<file path="src/rtl/byte_io_arbiter.sv">
// byte_io_arbiter: round-robin sharing of a single axi_byte_io byte engine
// between N requesters. One transaction is in flight at a time; the winner
// gets a one-cycle accept pulse, then a one-cycle completion pulse carrying
// the read byte (or 8'h00 for writes).
module byte_io_arbiter #(
    parameter int N  = 2,
    parameter int AW = 32
) (
    input  logic            aclk,
    input  logic            aresetn,
    input  logic [N-1:0]    req_valid,
    input  logic [N-1:0]    req_write,
    input  logic [N*AW-1:0] req_addr,
    input  logic [N*8-1:0]  req_wdata,
    output logic [N-1:0]    req_ready,
    output logic [N-1:0]    resp_valid,
    output logic [7:0]      resp_rdata,
    input  logic            io_busy,
    output logic            io_start,
    output logic            io_write,
    output logic [AW-1:0]   io_addr,
    output logic [7:0]      io_data_write,
    input  logic            io_done,
    input  logic [7:0]      io_data_read
);

    localparam int GW = (N > 1) ? $clog2(N) : 1;

    typedef enum logic [1:0] {
        ST_IDLE,
        ST_ACCEPT,
        ST_WAIT
    } state_t;

    state_t          state_q;
    logic [GW-1:0]   grant_q;
    logic [GW-1:0]   rr_ptr_q;
    logic [N-1:0]    req_ready_q;
    logic [N-1:0]    resp_valid_q;
    logic [7:0]      resp_rdata_q;
    logic            io_start_q;
    logic            io_write_q;
    logic [AW-1:0]   io_addr_q;
    logic [7:0]      io_data_write_q;

    logic [GW-1:0]   winner_d;
    logic [GW-1:0]   rr_ptr_d;
    logic [N-1:0]    winner_onehot_d;
    logic [N-1:0]    grant_onehot_d;
    logic            sel_write_d;
    logic [AW-1:0]   sel_addr_d;
    logic [7:0]      sel_wdata_d;

    // Round-robin pick: lowest requesting index at or above rr_ptr, otherwise
    // wrap around to the lowest requesting index overall.
    always_comb begin
        winner_d = '0;
        for (int i = N - 1; i >= 0; i--) begin
            if (req_valid[i]) begin
                winner_d = GW'(i);
            end
        end
        for (int i = N - 1; i >= 0; i--) begin
            if (req_valid[i] && (GW'(i) >= rr_ptr_q)) begin
                winner_d = GW'(i);
            end
        end
    end

    // One-hot forms of the candidate winner and the registered grant, plus the
    // pointer value that puts the just-served requester last in line.
    always_comb begin
        winner_onehot_d = '0;
        grant_onehot_d  = '0;
        for (int i = 0; i < N; i++) begin
            winner_onehot_d[i] = (winner_d == GW'(i));
            grant_onehot_d[i]  = (grant_q == GW'(i));
        end
        rr_ptr_d = (grant_q == GW'(N - 1)) ? '0 : grant_q + 1'b1;
    end

    // Payload slice of the granted requester, latched into the engine outputs.
    always_comb begin
        sel_write_d = 1'b0;
        sel_addr_d  = '0;
        sel_wdata_d = '0;
        for (int i = 0; i < N; i++) begin
            if (grant_q == GW'(i)) begin
                sel_write_d = req_write[i];
                sel_addr_d  = req_addr[i*AW +: AW];
                sel_wdata_d = req_wdata[i*8 +: 8];
            end
        end
    end

    // Arbitration FSM; every output is a register so pulses are glitch-free.
    always_ff @(posedge aclk) begin
        if (!aresetn) begin
            state_q         <= ST_IDLE;
            grant_q         <= '0;
            rr_ptr_q        <= '0;
            req_ready_q     <= '0;
            resp_valid_q    <= '0;
            resp_rdata_q    <= '0;
            io_start_q      <= 1'b0;
            io_write_q      <= 1'b0;
            io_addr_q       <= '0;
            io_data_write_q <= '0;
        end else begin
            req_ready_q  <= '0;
            resp_valid_q <= '0;
            resp_rdata_q <= '0;
            io_start_q   <= 1'b0;
            case (state_q)
                ST_IDLE: begin
                    if ((|req_valid) && !io_busy) begin
                        grant_q     <= winner_d;
                        req_ready_q <= winner_onehot_d;
                        state_q     <= ST_ACCEPT;
                    end
                end
                ST_ACCEPT: begin
                    io_write_q      <= sel_write_d;
                    io_addr_q       <= sel_addr_d;
                    io_data_write_q <= sel_wdata_d;
                    io_start_q      <= 1'b1;
                    state_q         <= ST_WAIT;
                end
                ST_WAIT: begin
                    if (io_done) begin
                        resp_valid_q <= grant_onehot_d;
                        resp_rdata_q <= io_write_q ? 8'h00 : io_data_read;
                        rr_ptr_q     <= rr_ptr_d;
                        state_q      <= ST_IDLE;
                    end
                end
                default: begin
                    state_q <= ST_IDLE;
                end
            endcase
        end
    end

    assign req_ready     = req_ready_q;
    assign resp_valid    = resp_valid_q;
    assign resp_rdata    = resp_rdata_q;
    assign io_start      = io_start_q;
    assign io_write      = io_write_q;
    assign io_addr       = io_addr_q;
    assign io_data_write = io_data_write_q;

endmodule

</file>
<file path="config.mk">
export PLATFORM = sky130hd
export DESIGN_NAME = byte_io_arbiter
export DESIGN_NICKNAME = d
export VERILOG_FILES = /design/src/rtl/byte_io_arbiter.sv
export SDC_FILE = /design/constraint.sdc
export NUM_CORES = 1
export LEC_CHECK = 0
export ABC_AREA = 1
export CORE_MARGIN = 5
export CORE_UTILIZATION = 35
export DETAILED_ROUTE_END_ITERATION = 8
export PLACE_DENSITY = 0.75
export SLEW_MARGIN = 20
export SYNTH_ARGS = -nofsm -noshare
export SYNTH_HDL_FRONTEND = slang
export SYNTH_SLANG_ARGS = --single-unit
export TNS_END_PERCENT = 10
</file>
<file path="constraint.sdc">
create_clock -name aclk -period 1.15 [get_ports aclk]
set_clock_uncertainty 0.2 [all_clocks]
set_input_delay 0.23 -clock aclk [delete_from_list [all_inputs] [get_ports aclk]]
set_output_delay 0.23 -clock aclk [all_outputs]
set_load 0.01 [all_outputs]
</file>
# Word level (Yosys, flattened, before mapping)

Index checks and enable logic that the tools add are counted.

Order comparisons: 2
Equality and inequality tests: 4
Reductions and logical operators: 12
Bitwise gates (word level): 5
Mux-type cells: 12
Add/sub/neg operators: 1

Operators by type and width:

| kind                | count |
|---|---|
| $mux 32             | 1 |
| $mux 8              | 1 |
| $mux 1              | 7 |
| $pmux 2 s3          | 1 |
| $reduce_and 2->1    | 3 |
| $reduce_and 3->1    | 2 |
| $not 1->1           | 5 |
| $mux 2              | 2 |
| $ne 2x2->1 const B  | 2 |
| $reduce_or 4->1     | 1 |
| $logic_and 1x1->1   | 3 |
| $eq 2x1->1 const B  | 1 |
| $eq 2x2->1 const B  | 1 |
| $ge 1x1->1 const A  | 2 |
| $logic_not 2->1     | 1 |
| $reduce_or 2->1     | 1 |
| $add 1x1->1 const B | 1 |
| $logic_not 1->1     | 1 |

Input bits: 96
Register bits after elaboration: 58
Output and inout bits: 54
Word-level logic and storage cells: 46

# Logic depth before layout (Yosys ltp)

Gate-level depths: netlist of run 1.

Depth after elaboration: 5
Mapped depth: 7

# Worst setup path before layout of run 1

Ideal clock, no wire load.

Kind: register -> register
Start: register state_q[0]
End: register io_addr_q[0], in the netlist io_addr[0]
Clock period less this slack: 1.212 ns
Setup time: 0.116 ns
Stages on the path, launching flop included: 8
Path slack: -0.062 ns
Required time: 0.834 ns
Arrival time: 0.896 ns
Path through: dfxtp_1 -> inv_2 -> nor2_4 -> buf_6 -> buf_6 -> nand2_1 -> nor2_1 -> nor2_1

Longest elaborated chain between the ends: 1

Ends and longest elaborated chain:

| what                   | RTL line | RTL |
|---|---|---|
| from (decl)            | 35       | `state_t state_q;` |
| from (signal assigned) | 99       | `state_q <= ST_IDLE;` |
| from (signal assigned) | 119      | `state_q <= ST_ACCEPT;` |
| from (signal assigned) | 127      | `state_q <= ST_WAIT;` |
| $eq 2x1->1             | 114      | `case (state_q)` |
| to (signal assigned)   | 124      | `io_addr_q <= sel_addr_d;` |
| to (decl)              | 43       | `logic [AW-1:0] io_addr_q;` |

No other way between the ends.
A chain may end at the register's enable or synchronous reset.

# Worst setup path in the final report of run 1

Ends and elaborated chain as after synthesis.

==> metrics.md, run 1 <==
| Metric | Value |
|---|---|
| Fin util | `63.2%` |
| Final WL | `8430 um` |
| Final Cycle Share | `118%` |
| Hold Path Depth | `3` |
| RSZ-0062 raised after global routing | `yes` |
| Initial antenna violation count | `0` |
| Wire per inst | `12.2 um` |
| Largest net degree at the start of global routing | `28` |
| Core area | `0.00769 mm2` |
| Pwr Total | `4.97 mW` |
| Post-route cell area | `0.00486 mm2` |
| Worst slew pin tran | `0.249 ns` |
| Area after DPL | `0.00439 mm2` |
| Most frequent cells in the layout | `nor2_1 (120), clkdlybuf4s50_1 (94), nand2_1 (90)` |
| Leak pwr | `2.30 nW` |
| #FFs+latches synth | `58` |
| Clock buffer count from CTS | `9` |
| Clock Root Buffer | `clkbuf_8` |
| Layout cell share with drive strength beyond 1 | `28.9%` |
| Layout area overhead | `77.0%` |
| Number of global-route vias before repair | `3006` |
| Synth Cell Area | `0.00275 mm2` |
| Final setup fails | `107` |
| Synthesis Warnings | `0` |
| Post-synth net total | `518` |
| R2R cell count | `7` |
| N_diodes | `0` |
| Number of fill cells | `704` |
| Clock transition at path regs | `0.06 ns` |
| Final ANT Viol Nets | `0` |
| Status | `finished, violations left` |
| Most common cell after layout, fill and taps aside | `nor2_1` |
| Setup WS post-layout | `-0.205 ns` |
| Final Hold Viols | `0` |
| Tmin final | `1.35 ns` |
| Max clock buf depth | `2` |
| Buffers on Ports | `149` |
| Pwr Density | `1020 mW/mm2` |
| Multi-input logic area | `0.00122 mm2` |
| GRT Total Usage | `17.4%` |
| Worst setup SP type | `register` |
| Die span in y | `98.6 um` |
| Crit. End Element | `register` |
| FMAX | `738 MHz` |
| Fin nets | `680` |
| Initial drt markers | `33` |
| 1st-pass router iterations | `4` |
| Via Count | `3019` |
| Max-cap violations | `0` |
| Die footprint | `0.00971 mm2` |
| Grt total ovfl | `0` |
| Initial core utilization | `35.7%` |
| CP required | `1.16 ns` |
| Num rows | `32` |
| Max VDD drop | `0.000546 V` |
| Routability Congestion | `0.826` |
| H-tree levels | `3` |
| Failing checks | `negative setup slack` |
| TritonCTS Sinks | `58` |
| Reg area | `0.00122 mm2` |
| Hold WC Path Type | `input pin to register` |
| Final Slew Violations | `0` |
| Die width | `98.6 um` |
| TritonCTS clock tree | `done` |
| Hold_buf cts | `0` |
| Residual DRC count | `0` |
| First-pass GRT wire length | `13900 um` |
| Worst skew pair latency | `0.32 ns` |
| Synthesized netlist cell count | `422` |
| Via-to-Cell Ratio | `4.37` |
| Yosys cell types | `21` |
| Pre-CTS setup slack | `-0.508 ns` |
| Crit path DAT | `1.37 ns` |
| Total Negative Setup Slacks | `-8.91 ns` |
| Register area share after synthesis | `42.3%` |
| Boundary pin count | `150` |
| Mean Syn Cell Area | `6.51 um2` |
| Post-DP HPWL | `5980 um` |
| Max_slew headroom | `83.4%` |
| CP Max Fanout | `12` |
| Critical path class | `register to register` |
-- worst paths after layout --
path	from	endpoint	slack [ns]
setup reg to reg	state_q[0]$_SDFFE_PN0P_	io_addr[0]$_SDFFE_PN0P_	-0.20
setup / recovery	state_q[0]$_SDFFE_PN0P_	io_addr[0]$_SDFFE_PN0P_	-0.20
hold reg to reg	rr_ptr_q$_SDFFE_PN0P_	rr_ptr_q$_SDFFE_PN0P_	0.28
hold / removal	io_data_read[4]	resp_rdata[4]$_SDFF_PP0_	0.24
-- per-layer routing --
metal  share of wire [%]  vias up  global-route usage, %
li1                    -     1577                      -
met1                  41     1335                   20.7
met2                  51       99                   29.7
met3                 7.3        8                   6.37
met4                 1.0        0                   4.73
met5                   0        -                      0
-- flip-flops by register name, summed over array words and instances, names as in the netlist --
register       count
state_q            2
io_addr           32
grant_q            1
rr_ptr_q           1
req_ready          2
resp_rdata         8
io_data_write      8
resp_valid         2
io_write           1
io_start           1
-- worst max-delay path: stages, from the launching register on --
cell and delay, ns:
dfxtp_2 0.33, inv_2 0.04, nor2_4 0.11, buf_12 0.17
buf_12 0.14, nand2_1 0.06, nor2_1 0.11, nor2_1 0.07
-- report_power, final --
group / total [mW] / internal (mW) / leakage [nW] / switching (mW)
registers: 2.22 / 2.14 / 0.493 / 0.0794
clock network: 1.55 / 0.774 / 0.0831 / 0.775
logic: 1.20 / 0.723 / 1.72 / 0.477
-- layout make-up --
| type | instances | share of cell area, % |
|---|---|---|
| inverter | 62 | 4.84 |
| tap | 102 | 2.63 |
| timing repair buffer | 175 | 39.0 |
| sequential | 58 | 25.2 |
| multi-input combinational | 278 | 25.0 |
| clock inverter | 5 | 0.644 |
| clock buffer | 11 | 2.70 |
-- kinds of logic after synthesis --
group | count (synthesis) | share of synthesized area (%)
AND/OR/NAND/NOR | 236 | 34.8
buffers and inverters | 86 | 15.2
flip-flops | 58 | 42.3
AO/OA/AOI/OAI | 42 | 7.66
-- stage by stage --
step | hold WS, ns | cells
CTS | 0.206 | 690
global placement | 0.256 | 665
finish | 0.245 | 691
floorplan | 0.161 | 422
detailed placement | 0.268 | 665
global route | 0.229 | 691
-- Yosys cell counts --
master | number | area (um2)
dfxtp_1 | 58 | 1160
clkbuf_2 | 1 | 5.00
o21ai_0 | 39 | 195
clkbuf_1 | 4 | 15.0
a21oi_1 | 1 | 5.00
nand4_1 | 1 | 6.26
nand2_2 | 1 | 6.26
buf_2 | 7 | 35.0
inv_1 | 60 | 225
inv_4 | 1 | 6.26
nor3_2 | 8 | 80.1
buf_6 | 10 | 113
o21ai_1 | 2 | 10.0
or2_1 | 1 | 6.26
nor2_2 | 1 | 6.26
nand3_1 | 2 | 10.0
buf_4 | 2 | 15.0
nor2_4 | 1 | 11.3
nand2_1 | 92 | 345
nor2_1 | 129 | 484
inv_2 | 1 | 3.75
-- what timing repair did --
| action | in CTS | in global routing |
|---|---|---|
| resized for setup | 320 | 37 |
| hold endpoints to repair | 0 | 0 |
| gates cloned | 4 | 1 |
| pin swaps | 3 | 4 |
| setup endpoints to repair | 112 | 112 |
| setup buffers | 5 | 1 |
No activity file was read; power rests on OpenSTA's default activity.
==> run 2: changes to the inputs <==
--- a/config.mk
+++ b/config.mk
@@ -8,6 +8,7 @@
 export ABC_AREA = 1
 export CORE_MARGIN = 5
 export CORE_UTILIZATION = 35
+export CTS_CLUSTER_SIZE = 28
 export DETAILED_ROUTE_END_ITERATION = 8
 export PLACE_DENSITY = 0.75
 export SLEW_MARGIN = 20
==> results of run 2 <==
The final DEF is identical to that of run 1; final timing and power are the same.
